File: config.mk
export PLATFORM = sky130hd
export DESIGN_NAME = x_byte_ser
export DESIGN_NICKNAME = d
export VERILOG_FILES = /design/src/rtl/x_byte_pkg.sv /design/src/rtl/x_byte_ser.sv
export SDC_FILE = /design/constraint.sdc
export NUM_CORES = 1
export LEC_CHECK = 0
export ABC_CLOCK_PERIOD_IN_PS = 2900
export CORE_MARGIN = 3
export CORE_UTILIZATION = 55
export CTS_CLUSTER_DIAMETER = 200
export CTS_CLUSTER_SIZE = 16
export DETAILED_ROUTE_END_ITERATION = 12
export HOLD_SLACK_MARGIN = 0.05
export PLACE_DENSITY = 0.85
export SYNTH_ARGS = -nofsm -noshare
export SYNTH_HDL_FRONTEND = slang
export SYNTH_SLANG_ARGS = --single-unit
File: constraint.sdc
create_clock -name i_clk -period 2.9 [get_ports i_clk]
set_input_delay 0.29 -clock i_clk [delete_from_list [all_inputs] [get_ports i_clk]]
set_output_delay 0.29 -clock i_clk [all_outputs]
set_load 0.05 [all_outputs]
File: src/rtl/x_byte_pkg.sv
// Shared definitions for the x_byte serializer/deserializer pair.
// Contents: byte width, default word length in bytes, serializer FSM state type.
package x_byte_pkg;

    localparam int unsigned BYTE_W            = 8;
    localparam int unsigned NUM_BYTES_DEFAULT = 8;

    typedef enum logic [1:0] {
        IDLE = 2'd0,
        SEND = 2'd1,
        PAR  = 2'd2
    } x_byte_ser_state_t;

endpackage

File: src/rtl/x_byte_ser.sv
// x_byte_ser: byte serializer. Accepts a NUM_BYTES*8-bit word on a valid/ready
// handshake and emits it MSB byte first on a downstream valid/ready handshake.
//
// Optional feature macro: X_BYTE_SER_PARITY_EN -- appends one byte equal to the
// XOR of all data bytes after the last data byte.
//
// Ports:
//   i_clk    in   clock, rising edge
//   i_rst    in   asynchronous reset, active low
//   i_valid  in   input word valid
//   o_ready  out  word accepted this cycle when i_valid (combinational on i_ready)
//   i_data   in   input word
//   o_valid  out  o_byte holds a valid byte
//   i_ready  in   downstream takes the byte this cycle
//   o_byte   out  current output byte
//   o_busy   out  a word is in flight
module x_byte_ser
    import x_byte_pkg::*;
#(
    parameter int unsigned NUM_BYTES = NUM_BYTES_DEFAULT
) (
    input  logic                        i_clk,
    input  logic                        i_rst,
    input  logic                        i_valid,
    output logic                        o_ready,
    input  logic [NUM_BYTES*BYTE_W-1:0] i_data,
    output logic                        o_valid,
    input  logic                        i_ready,
    output logic [BYTE_W-1:0]           o_byte,
    output logic                        o_busy
);

    localparam int unsigned WORD_W = NUM_BYTES * BYTE_W;
    localparam int unsigned CNT_W  = (NUM_BYTES > 1) ? $clog2(NUM_BYTES) : 1;
    localparam logic [CNT_W-1:0] LAST_CNT = CNT_W'(NUM_BYTES - 1);

    x_byte_ser_state_t  state_q, state_d;
    logic [WORD_W-1:0]  shreg_q, shreg_d;
    logic [CNT_W-1:0]   cnt_q,   cnt_d;
`ifdef X_BYTE_SER_PARITY_EN
    logic [BYTE_W-1:0]  par_q,   par_d;
`endif

    logic               xfer_c;
    logic               accept_c;
    logic               last_c;
    logic [BYTE_W-1:0]  cur_byte_c;

    // The byte on the wire is always the top of the shift register; in PAR the
    // parity byte is loaded there so the output path has a single source.
    assign cur_byte_c = shreg_q[WORD_W-1 -: BYTE_W];
    assign o_byte     = cur_byte_c;
    assign o_valid    = (state_q != IDLE);
    assign o_busy     = o_valid;

    // Final beat of the current word: parity byte if enabled, else last data byte.
`ifdef X_BYTE_SER_PARITY_EN
    assign last_c = (state_q == PAR);
`else
    assign last_c = (state_q == SEND) && (cnt_q == LAST_CNT);
`endif

    assign o_ready  = (state_q == IDLE) | (last_c & i_ready);
    assign xfer_c   = o_valid & i_ready;
    assign accept_c = i_valid & o_ready;

    // Next-state: FSM, shift register, counter and parity accumulator.
    always_comb begin
        state_d = state_q;
        shreg_d = shreg_q;
        cnt_d   = cnt_q;
`ifdef X_BYTE_SER_PARITY_EN
        par_d   = par_q;
`endif
        unique case (state_q)
            IDLE: begin
                if (accept_c) begin
                    state_d = SEND;
                    shreg_d = i_data;
                    cnt_d   = '0;
`ifdef X_BYTE_SER_PARITY_EN
                    par_d   = '0;
`endif
                end
            end
            SEND: begin
                if (xfer_c) begin
`ifdef X_BYTE_SER_PARITY_EN
                    par_d = par_q ^ cur_byte_c;
`endif
                    if (cnt_q == LAST_CNT) begin
                        cnt_d = '0;
`ifdef X_BYTE_SER_PARITY_EN
                        state_d = PAR;
                        shreg_d = WORD_W'(par_d) << (WORD_W - BYTE_W);
`else
                        if (accept_c) begin
                            shreg_d = i_data;
                        end else begin
                            state_d = IDLE;
                            shreg_d = shreg_q << BYTE_W;
                        end
`endif
                    end else begin
                        shreg_d = shreg_q << BYTE_W;
                        cnt_d   = cnt_q + CNT_W'(1);
                    end
                end
            end
`ifdef X_BYTE_SER_PARITY_EN
            PAR: begin
                if (xfer_c) begin
                    cnt_d = '0;
                    if (accept_c) begin
                        state_d = SEND;
                        shreg_d = i_data;
                        par_d   = '0;
                    end else begin
                        state_d = IDLE;
                        shreg_d = shreg_q << BYTE_W;
                    end
                end
            end
`endif
            default: begin
                state_d = IDLE;
                shreg_d = '0;
                cnt_d   = '0;
            end
        endcase
    end

    // State registers; reset discards any word in flight.
    always_ff @(posedge i_clk or negedge i_rst) begin
        if (!i_rst) begin
            state_q <= IDLE;
            shreg_q <= '0;
            cnt_q   <= '0;
`ifdef X_BYTE_SER_PARITY_EN
            par_q   <= '0;
`endif
        end else begin
            state_q <= state_d;
            shreg_q <= shreg_d;
            cnt_q   <= cnt_d;
`ifdef X_BYTE_SER_PARITY_EN
            par_q   <= par_d;
`endif
        end
    end

endmodule

==> results of run 1 <==
## worst max-delay path: stages (launching register included)
cell,delay (ns)
dfrtp_1,0.37
ha_1,0.16
ha_1,0.20
nand2_1,0.07
nand2_1,0.11
clkdlybuf4s50_1,0.83
## stage by stage
stage / area [µm²] / cells / total power [mW] / hold slack [ns]
2_1_floorplan: 3749 / 382 / 2.562 / -0.005591
3_3_place_gp: 4362 / 495 / 2.810 / 0.4700
3_5_place_dp: 4362 / 495 / 2.882 / 0.4696
4_1_cts: 4564 / 510 / 3.692 / 0.1431
5_1_grt: 4564 / 510 / 3.893 / 0.1874
6_report: 4564 / 510 / 3.679 / 0.1159
## routing by layer
layer / share of wire, % / GRT usage, % / vias up
met4: 2.0 / 10.44 / 0
met5: 0 / 0 / -
met2: 48 / 39.36 / 125
met3: 5.4 / 3.724 / 22
li1: - / - / 1443
met1: 44 / 35.19 / 1547
## where the power goes
group	switching, mW	internal (mW)
clock	0.343	0.465
sequential	0.225	1.30
combinational	0.771	0.572
total	1.34	2.34
## final cells by class
cell class              instances  share of cell area [%]
clock buffers                  14                   3.783
repair buffers                 86                   18.75
multi-input cells             264                   37.39
well taps                      77                   2.111
flip-flops and latches         68                   37.31
clock inverters                 1                  0.6579
## Yosys cell counts
| library cell | n |
|---|---|
| nor4b_1 | 1 |
| buf_4 | 12 |
| and2_1 | 1 |
| buf_2 | 11 |
| o211ai_2 | 52 |
| nand3_2 | 1 |
| nand4_1 | 56 |
| dfrtp_1 | 68 |
| a21o_1 | 1 |
| o21ai_1 | 8 |
| o211ai_1 | 4 |
| a22o_1 | 2 |
| buf_6 | 14 |
| mux2_1 | 2 |
| mux2_4 | 1 |
| buf_1 | 4 |
| nand2_1 | 130 |
| nand2b_1 | 1 |
| clkbuf_1 | 9 |
| nor2_1 | 1 |
| ha_1 | 2 |
| mux2i_2 | 1 |
## cells by family (layout without fill, tap and decap cells)
family	after synthesis	in the layout	share of synthesized area (%)
simple gates	191	191	23.30
buf+inv	50	101	9.379
mux	4	4	1.368
compound gates	67	67	19.89
flops	68	68	45.39
fa+ha+maj	2	2	0.6675
## sequential cells by signal, summed over array words and instances, names as in the netlist
signal / cells
state_q: 1
shreg_q: 64
cnt_q: 3
## cells in the final DEF (no fill, tap or decap)
| cell | Yosys | routed |
|---|---|---|
| a21o_1 | 1 | 1 |
| a22o_1 | 2 | 2 |
| and2_4 | 0 | 1 |
| buf_12 | 0 | 2 |
| buf_2 | 11 | 2 |
| buf_4 | 12 | 6 |
| bufinv_16 | 0 | 1 |
| clkbuf_1 | 9 | 2 |
| clkbuf_8 | 0 | 12 |
| clkdlybuf4s50_1 | 0 | 76 |
| dfrtp_1 | 68 | 67 |
| dfrtp_2 | 0 | 1 |
| ha_1 | 2 | 2 |
| mux2_1 | 2 | 2 |
| mux2_4 | 1 | 1 |
| mux2i_4 | 0 | 1 |
| nand2_1 | 130 | 130 |
| nand2b_1 | 1 | 1 |
| nand3_2 | 1 | 1 |
| nand4_1 | 56 | 56 |
| nor2_1 | 1 | 1 |
| nor4b_1 | 1 | 1 |
| o211ai_1 | 4 | 4 |
| o211ai_2 | 52 | 52 |
| o21ai_1 | 8 | 8 |
## path summary, 6_finish.rpt
path / end / startpoint / slack (ns) / cells past startpoint
min in group i_clk: state_q[0] / i_ready / 0.43 / 4
worst max register to register: shreg_q[21] / state_q[0] / 0.98 / 4
worst min-delay path: shreg_q[38] / i_rst / 0.12 / 1
worst min register to register: shreg_q[56] / shreg_q[56] / 0.49 / 2
max in group asynchronous: shreg_q[25] / i_rst / 1.98 / 2
worst max-delay path: o_ready / cnt_q[1] / 0.54 / 5
==> run_results.csv, run 1 <==
group,metric,value,unit
placed_design,io_buffer_count,78,
worst_setup_path,crit_type,"reg2out",
synth,synth_area_leaders,"dfrtp_1 45%, o211ai_2 17%, nand2_1 13%",
job,max-cap-violations,0,
clocking,postCtsSetupBuffers,0,
routing,dr_total_vias,3137,
synth,synth_seq_cells,68,
layout,nets,499,
die,fp-row-count,29,
sta,finClkSkew,0.01122,ns
synth,yosys.area.top_type,"dfrtp_1",
placed_design,globalplace.congestion,0.8190,
worst_setup_path,start_kind,"register",
routing,wl,9537,µm
sta,fin_crit,2.365,ns
placed_design,hpwl,5967,µm
worst_setup_path,cp.arrival,2.07,ns
die,initial_core_util,58.04,%
die,core_area,0.006459,mm²
synth,yosysSeqAreaShare,45.39,%
sta,fin_crit_sh,81.54,%
global_route,grt_pass1_wl,15270,µm
synth,synth_area,0.003749,mm²
sta,layout_setup_ws,0.5353,ns
worst_hold_path,hold_class,"in2async",
sta,hold_viol_final,0,
sta,max_slew_margin,33.16,%
routing,drcViolationCount,0,
clocking,cts.clk_slew.worst_paths,0.07,ns
sta,fmax,0.4229,GHz
worst_setup_path,crit_fanout,3,
routing,viasPerCell,6.151,
layout,multi_input_area,0.001707,mm²
routing,wl_per_cell,18.70,µm
clocking,cts_root_buf,"clkbuf_8",
sta,grt_setup_unrepaired,"no",
clocking,hold_buffers,0,
layout,regArea,0.001703,mm²
global_route,overflow,0,
placed_design,pre_cts_ws,0.8731,ns
routing,drt_iter0_drc,325,
routing,ant_nets,0,
sta,drv_slew,0,
global_route,grt_pass1_vias,3053,
clocking,clkLatencyLatePin,0.34,ns
synth,yosysWarnings,0,
synth,synth_cells,382,
clocking,cts_tree,"built",
layout,fill_cells,500,
layout,final_layout_size_suffix_gt1_share,18.48,%
clocking,cts_buffers,9,
sta,worst_slew_pin_slew,1.003,ns
pwr,irDropWorstVdd,392.2,µV
sta,setup_viol,0,
synth,postSynthAreaPerCell,9.813,µm²
routing,dr.pass1.iters,5,
die,die_h,88.56,µm
synth,ys_types,22,
global_route,grt_max_degree,65,
synth,synth_fp_nets,452,
status,outcome,"finished, final reports clean",
die,dieArea,0.007842,mm²
global_route,grt_antenna_before_repair,0,
sta,tns,0,ns
layout,antennaDiodeCount,0,
synth,synth_top_area_share,45.39,%
layout,postLayoutCoreUtil,70.67,%
pwr,power.leakage,2.038,nW
clocking,cts_max_level,3,
die,die_w,88.56,µm
clocking,cts_sinks,68,
clocking,ctsResizeCount,0,
clocking,clock_path_buffers,2,
global_route,gr-usage-all-layers,25.16,%
die,io_pins,79,
layout,syn2layout_area_growth,21.76,%
pwr,power_per_cell_area,806.0,mW/mm²
worst_setup_path,cp-end-kind,"primary output",
worst_setup_path,worstPathRequired,2.61,ns
(Power assumes the default switching activity.)
==> run 2: changes to the inputs <==
--- a/config.mk
+++ b/config.mk
@@ -5,14 +5,14 @@
 export SDC_FILE = /design/constraint.sdc
 export NUM_CORES = 1
 export LEC_CHECK = 0
-export ABC_CLOCK_PERIOD_IN_PS = 2900
+export ABC_CLOCK_PERIOD_IN_PS = 2200
 export CORE_MARGIN = 3
-export CORE_UTILIZATION = 55
+export CORE_UTILIZATION = 51
 export CTS_CLUSTER_DIAMETER = 200
 export CTS_CLUSTER_SIZE = 16
 export DETAILED_ROUTE_END_ITERATION = 12
 export HOLD_SLACK_MARGIN = 0.05
-export PLACE_DENSITY = 0.85
+export PLACE_DENSITY = 0.8
 export SYNTH_ARGS = -nofsm -noshare
 export SYNTH_HDL_FRONTEND = slang
 export SYNTH_SLANG_ARGS = --single-unit
==> constraint.sdc (replaced) <==
create_clock -name i_clk -period 2.2 [get_ports i_clk]
set_input_delay 0.22 -clock i_clk [delete_from_list [all_inputs] [get_ports i_clk]]
set_output_delay 0.22 -clock i_clk [all_outputs]
set_load 0.05 [all_outputs]
==> run 2 against run 1 <==
Effect of this change:
- routed wire length decreased by 8.9%
- sequential cell count unchanged
- clock-buffer cell count fell by 1
- worst setup slack got worse by 0.20 ns
- critical path depth grew 1
- hold slack improved by 0.31 ns
- global-route usage decreased by 4.3 points
- core utilization fell by 3.8 points
- critical endpoint is now shreg_q[63]
- largest cell class unchanged
==> run_results.csv, run 2 (synthesis results as in run 1) <==
group,metric,value,unit
status,outcome,"finished, final reports clean",
die,io_pins,79,
worst_setup_path,cp_common_cell,"ha_1",
worst_setup_path,start_kind,"register",
placed_design,hpwl,5816,µm
global_route,overflow,0,
layout,final_layout_size_suffix_gt1_share,19.77,%
layout,largest_reg_flops,64,
layout,largest_register,"shreg_q",
layout,syn2layout_area_growth,23.90,%
worst_setup_path,cp_cell_sequence,"ha_1 -> ha_1 -> nand3_2 -> and2_4 -> buf_12 -> o211ai_1",
layout,largestRegisters,"shreg_q: 64 flops, cnt_q: 3 flops, state_q: 1 flops",
sta,setup_viol,0,
clocking,cts_root_buf,"clkbuf_8",
global_route,grt_antenna_before_repair,0,
sta,worst_slew_pin_slew,0.5807,ns
sta,drv_slew,0,
job,max-cap-violations,0,
worst_setup_path,slowest_delay,0.40,ns
die,initial_core_util,53.98,%
layout,multi_input_area,0.001707,mm²
worst_setup_path,crit_fanout,37,
die,fp-row-count,30,
routing,viasPerCell,5.754,
layout,nets,506,
die,dieArea,0.008415,mm²
sta,finClkSkew,0.007891,ns
global_route,grt_max_degree,67,
global_route,grt_pass1_vias,2944,
layout,fill_cells,536,
routing,wl,8689,µm
sta,holdWs,0.4221,ns
routing,dr.pass1.iters,4,
worst_setup_path,cp.arrival,2.08,ns
routing,drt_iter0_drc,209,
die,die_w,91.74,µm
worst_setup_path,worstPathRequired,2.41,ns
sta,fin_crit,1.865,ns
clocking,cts_tree,"built",
sta,hold_viol_final,0,
routing,drcViolationCount,0,
clocking,clock_path_buffers,2,
worst_hold_path,hold_class,"in2async",
sta,fmax,0.5363,GHz
routing,wl_per_cell,16.21,µm
die,core_area,0.006944,mm²
clocking,cts_sinks,68,
sta,tns,0,ns
layout,mostFrequentLayoutCell,"nand2_1",
worst_setup_path,crit_path_top_delay_cell,"dfrtp_1",
global_route,grt_pass1_wl,14120,µm
pwr,power_per_cell_area,1011,mW/mm²
sta,max_slew_margin,61.29,%
pwr,irDropWorstVdd,398.4,µV
routing,dr_total_vias,3084,
placed_design,io_buffer_count,78,
worst_setup_path,cp-end-kind,"register",
global_route,gr-usage-all-layers,20.89,%
layout,final_cell_mix,"130 x nand2_1, 75 x clkdlybuf4s50_1, 67 x dfrtp_1",
clocking,cts_max_level,3,
worst_setup_path,crit_type,"reg2reg",
placed_design,globalplace.congestion,0.8052,
routing,ant_nets,0,
die,die_h,91.74,µm
sta,grt_setup_unrepaired,"no",
clocking,clkLatencyLatePin,0.34,ns
layout,regArea,0.001703,mm²
layout,antennaDiodeCount,0,
clocking,cts_buffers,9,
pwr,power.leakage,2.074,nW
sta,fin_crit_sh,84.75,%
clocking,cts.clk_slew.worst_paths,0.07,ns
==> run 2: cell count changes in the layout (fill, tap and decap cells not counted), sizes merged <==
cell / change
clkbuf: -1
dlygate4sd3: +1
clkinv: +2
bufinv: -1
buf: +7
clkdlybuf4s50: -1
==> run 2: critical path: cells and delay by family (launching register included) <==
| kind | cells | cell delay, ns |
|---|---|---|
| simple gates | 2 | 0.52 |
| fa+ha+maj | 2 | 0.43 |
| flops | 1 | 0.40 |
| buf+inv | 1 | 0.24 |
| compound gates | 1 | 0.13 |
==> run 2: what timing repair did <==
item | in CTS | in global routing
gates resized for setup | 0 | 0
hold buffers | 1 | 0
setup buffers | 0 | 0
endpoints found under the hold margin | 24 | 0
==> run 2: through the flow <==
stage | power (mW) | setup slack, ns | cells | area, µm² | utilization [%]
final | 4.696 | 0.3355 | 536 | 4644 | 66.88
after global routing | 4.968 | 0.2633 | 536 | 4644 | 66.88
after CTS | 4.727 | 0.3567 | 536 | 4644 | 66.88
after detailed placement | 3.806 | 0.2606 | 520 | 4466 | 64.31
after global placement | 3.732 | 0.3135 | 520 | 4466 | 64.31
after floorplan | 3.377 | 0.5406 | 382 | 3749 | -
==> run 2: worst paths after layout <==
check | start | endpoint | slack [ns] | cells past startpoint
worst min-delay path | i_rst | shreg_q[39] | 0.42 | 2
worst max-delay path | cnt_q[0] | shreg_q[63] | 0.34 | 6
worst max register to register | cnt_q[0] | shreg_q[63] | 0.34 | 6
min in group i_clk | i_data[1] | shreg_q[1] | 0.42 | 3
max in group asynchronous | i_rst | shreg_q[14] | 1.02 | 4
worst min register to register | shreg_q[4] | shreg_q[4] | 0.49 | 2
==> run 2: power breakdown <==
part           leakage, nW  switching, mW  internal [mW]
logic                 1.07          0.997          0.784
clock network       0.0893          0.449          0.462
registers            0.914          0.286           1.72
==> run 2: cell type report <==
| class | count | share of cell area, % |
|---|---|---|
| sequential | 68 | 36.66 |
| clock buffer | 13 | 3.421 |
| tap | 96 | 2.586 |
| clock inverter | 2 | 0.2155 |
| multi-input combinational | 264 | 36.75 |
| timing repair buffer | 93 | 20.37 |
==> run 2: routing by layer <==
metal	track usage [%]	vias to the layer above	wire length, µm	part of all wire, %
met2	34.51	105	4269	49
met4	5.569	0	85	0.98
met3	5.168	11	562	6.5
met5	0	-	0	0
met1	27.51	1508	3772	43
li1	-	1460	-	-
==> run 3: changes to the inputs <==
--- a/config.mk
+++ b/config.mk
@@ -5,14 +5,14 @@
 export SDC_FILE = /design/constraint.sdc
 export NUM_CORES = 1
 export LEC_CHECK = 0
-export ABC_CLOCK_PERIOD_IN_PS = 2200
+export ABC_CLOCK_PERIOD_IN_PS = 1700
 export CORE_MARGIN = 3
-export CORE_UTILIZATION = 51
+export CORE_UTILIZATION = 46
 export CTS_CLUSTER_DIAMETER = 200
 export CTS_CLUSTER_SIZE = 16
 export DETAILED_ROUTE_END_ITERATION = 12
 export HOLD_SLACK_MARGIN = 0.05
-export PLACE_DENSITY = 0.8
+export PLACE_DENSITY = 0.76
 export SYNTH_ARGS = -nofsm -noshare
 export SYNTH_HDL_FRONTEND = slang
 export SYNTH_SLANG_ARGS = --single-unit
==> constraint.sdc (replaced) <==
create_clock -name i_clk -period 1.7 [get_ports i_clk]
set_input_delay 0.17 -clock i_clk [delete_from_list [all_inputs] [get_ports i_clk]]
set_output_delay 0.17 -clock i_clk [all_outputs]
set_load 0.05 [all_outputs]
==> run 3 against run 2 <==
Effect of this change:
- largest cell class unchanged
- core utilization shrank 6.0 points
- first-iteration DRC count grew 2.4%
- critical path depth shrank 1
- sequential power grew 29%
- total power grew 35%
- critical path type is now reg2out
- clock power grew 48%
- final area grew 2.3%
- sequential cell count is the same
==> run_results.csv, run 3 (synthesis results as in run 1) <==
group,metric,value,unit
layout,stdcell_count,543,
worst_setup_path,cp.arrival,1.45,ns
clocking,cts_root_buf,"clkbuf_8",
clocking,clock_path_buffers,2,
pwr,power_per_cell_area,1329,mW/mm²
layout,syn2layout_area_growth,26.80,%
worst_setup_path,reg2reg_depth,6,
die,die_w,96.27,µm
sta,grt_setup_unrepaired,"no",
placed_design,io_buffer_count,78,
worst_setup_path,cp-end-kind,"primary output",
layout,regArea,0.001703,mm²
placed_design,placed_area,0.004516,mm²
status,outcome,"finished, final reports clean",
layout,fill_cells,641,
routing,met2_wirelength,4417,µm
placed_design,hpwl,6025,µm
worst_setup_path,crit_type,"reg2out",
routing,wl_per_cell,16.76,µm
global_route,gr-usage-all-layers,20.36,%
die,core_area,0.007807,mm²
layout,nets,506,
placed_design,dpl.cell_count,526,
global_route,grt_pass1_wl,14680,µm
die,initial_core_util,48.01,%
layout,multi_input_area,0.001712,mm²
layout,final_layout_size_suffix_gt1_share,21.54,%
sta,worst_slew_pin_slew,0.5056,ns
clocking,cts_tree,"built",
routing,ant_nets,0,
sta,finClkSkew,0.01009,ns
clocking,postCtsSetupBuffers,0,
layout,mostFrequentLayoutCell,"nand2_1",
sta,fmax,0.6178,GHz
pwr,finalPower,6.318,mW
routing,dr_total_vias,3090,
routing,viasPerCell,5.691,
worst_setup_path,cp_num_cells,5,
worst_hold_path,hold_path_depth,4,
routing,met1_length,4010,µm
routing,routed.top_layer,"met4",
worst_setup_path,critical_path.top_delay_family,"flip-flops",
clocking,cts_max_level,3,
clocking,cts_sinks,68,
routing,drcViolationCount,0,
worst_hold_path,hold_class,"in2reg",
die,fp-row-count,32,
clocking,clkLatencyLatePin,0.34,ns
worst_setup_path,crit_fanout,3,
die,dieArea,0.009268,mm²
sta,setup_viol,0,
routing,dr.pass1.iters,4,
global_route,grt_max_degree,69,
sta,fin_crit,1.619,ns
worst_setup_path,crit_path_top_delay_cell,"dfrtp_1",
die,io_pins,79,
sta,fin_crit_sh,95.22,%
sta,holdWs,0.2568,ns
sta,layout_setup_ws,0.08131,ns
layout,largestRegisters,"shreg_q: 64 flops, cnt_q: 3 flops, state_q: 1 flops",
routing,drt_iter0_drc,214,
worst_setup_path,r2r_slack,0.14,ns
worst_setup_path,worstPathRequired,1.53,ns
layout,largest_register,"shreg_q",
sta,max_slew_margin,66.24,%
worst_setup_path,cp_cell_sequence,"ha_1 -> ha_2 -> nand2_1 -> nand2_2 -> buf_12",
pwr,irDropWorstVdd,528.0,µV
layout,largest_reg_flops,64,
global_route,grt_pass1_vias,3011,
placed_design,globalplace.congestion,0.7832,
worst_setup_path,start_kind,"register",
layout,antennaDiodeCount,0,
worst_setup_path,slowest_delay,0.40,ns
routing,wl_met3,529,µm
clocking,cts_buffers,9,
sta,hold_viol_final,0,
die,die_h,96.27,µm
global_route,grt_antenna_before_repair,0,
worst_setup_path,critPathBufInv,1,
placed_design,pre_cts_ws,0.1122,ns
global_route,overflow,0,
routing,wl,9101,µm
clocking,cts.clk_slew.worst_paths,0.07,ns
layout,final_cell_mix,"129 x nand2_1, 67 x dfrtp_1, 65 x clkdlybuf4s50_1",
sta,drv_slew,0,
sta,tns,0,ns
layout,finalInstanceArea,0.004753,mm²
layout,postLayoutCoreUtil,60.88,%
pwr,power.leakage,2.216,nW
job,max-cap-violations,0,
==> run 3: cell count changes in the layout (fill, tap and decap cells not counted), moves of 2 or more <==
cell	change
dlymetal6s2s_1	+7
clkinvlp_4	+2
buf_12	+4
clkbuf_1	-2
buf_4	-2
clkdlybuf4s50_1	-10
==> run 3: layout make-up <==
class / count / area share [%]
multi-input combinational: 264 / 36.01
timing repair buffer: 93 / 21.24
clock inverter: 6 / 1.342
sequential: 68 / 35.83
clock buffer: 10 / 2.895
tap: 102 / 2.685
==> run 3: worst paths after layout <==
| path | start | to |
|---|---|---|
| max | cnt_q[0] | o_ready |
| min | i_ready | state_q[0] |
| max reg2reg | cnt_q[0] | shreg_q[63] |
| min reg2reg | shreg_q[56] | shreg_q[56] |
| max in group asynchronous | i_rst | state_q[0] |
| min in group asynchronous | i_rst | shreg_q[45] |
==> run 3: power breakdown <==
| part | switching (mW) | internal (mW) | total (mW) |
|---|---|---|---|
| combinational | 1.31 | 1.06 | 2.37 |
| sequential | 0.373 | 2.22 | 2.59 |
| clock | 0.638 | 0.714 | 1.35 |
| total | 2.32 | 4.00 | 6.32 |
==> run 3: per-layer routing <==
metal,vias to the layer above,track usage [%]
met3,13,3.518
met5,-,0
met4,0,6.398
met1,1513,28.12
li1,1467,-
met2,97,32.55
==> run 3: worst register-to-register path, cell delays in order, from the launching register on <==
cell and delay [ns]:
dfrtp_1 0.40, ha_1 0.21, ha_2 0.19, nand3_2 0.11, and2_4 0.22, buf_12 0.18, o211ai_1 0.13
==> run 3: repair_timing <==
action                                 CTS  global route
endpoints found under the hold margin   68             0
setup endpoints to repair                0             8
hold buffers                             1             0
gates resized for setup                  0            10
